**src/rtl/data_sync_multi.sv**
```systemverilog
// Multi-bit CDC synchroniser: only bus_enable crosses through a NUM_STAGES flop chain; the bus is
// sampled once the synchronised enable edge is seen. Define DATA_SYNC_TOGGLE_EN for toggle-mode enable.
module data_sync_multi #(
    parameter int                   NUM_STAGES = 2,
    parameter int                   BUS_WIDTH  = 8,
    parameter logic [BUS_WIDTH-1:0] RST_VAL    = '0
) (
    input  logic                 clk,
    input  logic                 rst,
    input  logic [BUS_WIDTH-1:0] unsync_bus,
    input  logic                 bus_enable,
    output logic [BUS_WIDTH-1:0] sync_bus,
    output logic                 enable_pulse
);

    generate
        if (NUM_STAGES < 2 || NUM_STAGES > 4) begin : g_bad_stages
            $error("data_sync_multi: NUM_STAGES must be in 2..4");
        end
    endgenerate

    logic [NUM_STAGES-1:0] chain_q;
    logic [NUM_STAGES-1:0] chain_d;
    logic                  en_q;
    logic                  pulse_q;
    logic                  pulse_d;
    logic [BUS_WIDTH-1:0]  bus_q;
    logic [BUS_WIDTH-1:0]  bus_d;
    logic                  s_en;
    logic                  det;

    assign s_en = chain_q[NUM_STAGES-1];

`ifdef DATA_SYNC_TOGGLE_EN
    assign det = s_en ^ en_q;
`else
    assign det = s_en & ~en_q;
`endif

    always_comb begin
        chain_d = {chain_q[NUM_STAGES-2:0], bus_enable};
        pulse_d = det;
        bus_d   = bus_q;
        // unsync_bus has been stable for NUM_STAGES cycles by the time det fires
        if (det) begin
            bus_d = unsync_bus;
        end
    end

    always_ff @(posedge clk or negedge rst) begin
        if (!rst) begin
            chain_q <= '0;
            en_q    <= 1'b0;
            pulse_q <= 1'b0;
            bus_q   <= RST_VAL;
        end else begin
            chain_q <= chain_d;
            en_q    <= s_en;
            pulse_q <= pulse_d;
            bus_q   <= bus_d;
        end
    end

    assign sync_bus     = bus_q;
    assign enable_pulse = pulse_q;

endmodule

```
**config.mk**
```make
export PLATFORM = sky130hd
export DESIGN_NAME = data_sync_multi
export DESIGN_NICKNAME = d
export VERILOG_FILES = /design/src/rtl/data_sync_multi.sv
export SDC_FILE = /design/constraint.sdc
export NUM_CORES = 1
export LEC_CHECK = 0
export CORE_AREA = 2 2 39 41
export CTS_CLUSTER_SIZE = 28
export DETAILED_ROUTE_END_ITERATION = 8
export DIE_AREA = 0 0 41 43
export GPL_TIMING_DRIVEN = 0
export PLACE_DENSITY_LB_ADDON = 0.08
export SLEW_MARGIN = 5
export SYNTH_ARGS = -nofsm -noshare
export SYNTH_HDL_FRONTEND = slang
export SYNTH_SLANG_ARGS = --single-unit
```
**constraint.sdc**
```tcl
create_clock -name clk -period 1.3 [get_ports clk]
set_input_delay 0.13 -clock clk [delete_from_list [all_inputs] [get_ports clk]]
set_output_delay 0.13 -clock clk [all_outputs]
set_load 0.05 [all_outputs]
```
# After elaboration in Yosys (flattened, before gate mapping)

Cells that the tools add are included.

Input port bits: 11
Bits in registers: 12
Output and inout port bits: 9

Bitwise gates (word level): 2

Operators with widths:

| operator       | count |
|---|---|
| AND 1 bit      | 1 |
| inverter 1 bit | 1 |

# Logic depth before layout (Yosys ltp)

Word-level depth: 2
Gate-level depth with buffers: 3
Depth with buffers taken out: 2

# Worst setup path before layout

OpenSTA, ideal clock, no wires.

Kind: register to register
Start: reg en_q
End: reg bus_q[0] (netlist: sync_bus[0])
Data arrival time: 0.918 ns
Required time: 1.175 ns
Path slack: 0.257 ns
Cell stages (with the launch flop): 4
Library setup time: 0.125 ns
Path through: dfrtp_1 nor2b_4 buf_12 mux2_4

Cells in the longest elaborated chain, start to end: 2

Ends and longest elaborated chain:

| what                   | RTL line | RTL |
|---|---|---|
| from (decl)            | 24       | `logic en_q;` |
| from (signal assigned) | 58       | `en_q <= s_en;` |
| inverter 1 bit         | 37       | `assign det = s_en & ~en_q;` |
| AND 1 bit              | 37       |  |
| via det                | 30       | `logic det;` |
| to (signal assigned)   | 60       | `bus_q <= bus_d;` |
| to (decl)              | 27       | `logic [BUS_WIDTH-1:0] bus_q;` |

The timed path passes the listed nets, and every way through them passes these cells.
A chain may end at the register's enable or synchronous reset.

# Worst setup path in the final report

Start: reg bus_q[1] (netlist: sync_bus[1])
End: out sync_bus[1]

RTL lines:

| what      | RTL line | RTL |
|---|---|---|
| to (decl) | 12       | `output logic [BUS_WIDTH-1:0] sync_bus,` |

No word-level cell between the ends.

==> metrics.cfg <==
[setup_path]
required_ns=1.17
cp-start-kind=flip-flop
slowest_delay_ns=0.52
endpoint_kind=primary output
cp_num_buf_inv=1
path_delay_family=buffers and inverters
worstPathMaxFanout=2
critPathKind=reg -> out
critPathArrivalTime_ns=1.13
cp_slowest_cell=dlygate4sd2_1
path_cells=dlygate4sd2_1
r2r_slack_ns=0.21

[sta]
tightest_slew_ns=0.529
hold_violations=0
fin_skew_ns=0.000800
finalSetupTns_ns=0
setup_viol=0
timing.final.crit_share=0.967
rsz0062_at_grt=no
fmaxAchievable_ghz=0.796
maxSlewViolCount=0
min_period_ns=1.26
slew_headroom=0.646

[global_routing]
use_met3=0.0314
top_usage_layer=met1
grt_pass1_wl_um=1230
met2_usage=0.138
grt_usage=0.106
grt.overflow.total=0
antenna_found_initial=0
grt_max_degree=13
grt_pass1_vias=279
use_met1=0.153

[layout]
register_area_um2=300
layout-drive-gt1-share=0.356
syn_to_final_growth_pct=51.5
final_nets=57
post-route-util=0.497
diodes=0
n_fill_cell=134
multi_input_area_um2=134

[cts]
clock-sinks=12
cts_buffer_depth=2
holdBufCountCts=0
clk-insertion-delay-late_ns=0.26
cts_made_buffers=3
cts_max_level=1
cts_tree=yes
post_cts_buffers=0
root_buffer=clkbuf_4
clk_pin_slew_ns=0.07

[floorplan]
core_area_mm2=0.00138
io_pins=20
die_w_um=41
die_h_um=43
initial_utilization=0.328
rows=14
dieArea_mm2=0.00176

[synthesis]
yosys_warnings=0
syn_area_per_cell_um2=20.6
synth-seq-cells=12
syn_inst=22
synth_nets=33
synth_cell_types=4
ys_seq_area_frac=0.661
syn-cell-area_um2=454

[placed_design]
finalWeightedCongestion=0.524
portBuffers=19

[drt]
viasPerCell=4.36
drt_pre_antenna_iters=2
antenna_left=0
initialDrtViolationCount=2
wl_um=766
vias=266
routedWlPerCell_um=12.6
drc=0

[status]
status=complete, no violations

[power_and_ir_drop]
power_density_mw_per_mm2=1490
p_leak_nw=0.321
ir_worst_vdd_mv=0.650

[min_path]
hold_class=in -> async

[flow_run]
max_cap_viol_count=0

-- report_power, final --
| group | internal [W] | switching [W] |
|---|---|---|
| registers | 0.000416 | 0.0000217 |
| clock network | 0.000170 | 0.000117 |
| logic | 0.000123 | 0.000181 |
| total | 0.000709 | 0.000320 |
-- synth_stat cells, drive strengths merged --
cell type,count,area share
buf,1,0.044
dfrtp,12,0.66
mux2,8,0.26
nor2b,1,0.030
-- cells by family (layout without fill, tap and decap cells) --
family / after synthesis / after routing / share of synthesized area
buf+inv: 1 / 24 / 0.0441
flops: 12 / 12 / 0.661
mux: 8 / 8 / 0.264
simple gates: 1 / 1 / 0.0303
-- final timing paths --
path	from	end	cells after the start
max in group asynchronous	rst	sync_bus[3]	1
max	sync_bus[1]	sync_bus[1]	1
max reg2reg	en_q	sync_bus[1]	3
min reg2reg	chain_q[0]	chain_q[1]	0
min in group clk	bus_enable	chain_q[0]	1
min	rst	sync_bus[2]	1
-- cells in the final DEF (no fill, tap or decap) --
master           instances
dfrtp_1                 12
buf_12                   1
mux2_4                   8
clkbuf_4                 3
clkbuf_8                 1
clkdlybuf4s50_1         10
clkbuf_2                 2
nor2b_4                  1
clkdlybuf4s15_1          5
dlygate4sd2_1            2
-- repair_timing --
item,CTS,global route
gates resized for setup,9,9
cloned,0,0
setup endpoints to repair,9,7
-- through the flow --
step	instance area, um^2	hold slack (ns)	total power (W)	instances	setup slack, ns
detailed placement	664	0.351	0.000776	57	0.0294
finish	688	0.211	0.00103	61	0.0435
global placement	664	0.337	0.000773	57	0.0394
global route	688	0.237	0.00109	61	0.0000513
floorplan	454	-0.166	0.000653	22	0.257
CTS	689	0.225	0.00104	61	0.00887
-- layer usage --
metal,vias to the layer above,part of all wire
li1,120,-
met1,131,0.42
met2,15,0.48
met3,0,0.10
met4,0,0
met5,-,0
-- sequential cells by signal (all words and copies together), names as in the netlist --
signal	cells
sync_bus	8
en_q	1
enable_pulse	1
chain_q	2
-- final cells by class --
| cell class | instances | area share |
|---|---|---|
| Sequential cell | 12 | 0.436 |
| Timing Repair Buffer | 19 | 0.258 |
| Multi-Input combinational cell | 9 | 0.195 |
| Clock buffer | 4 | 0.0527 |
| Buffer | 1 | 0.0291 |
| Tap cell | 16 | 0.0291 |
Note: power is estimated with default switching activity, not from simulation.
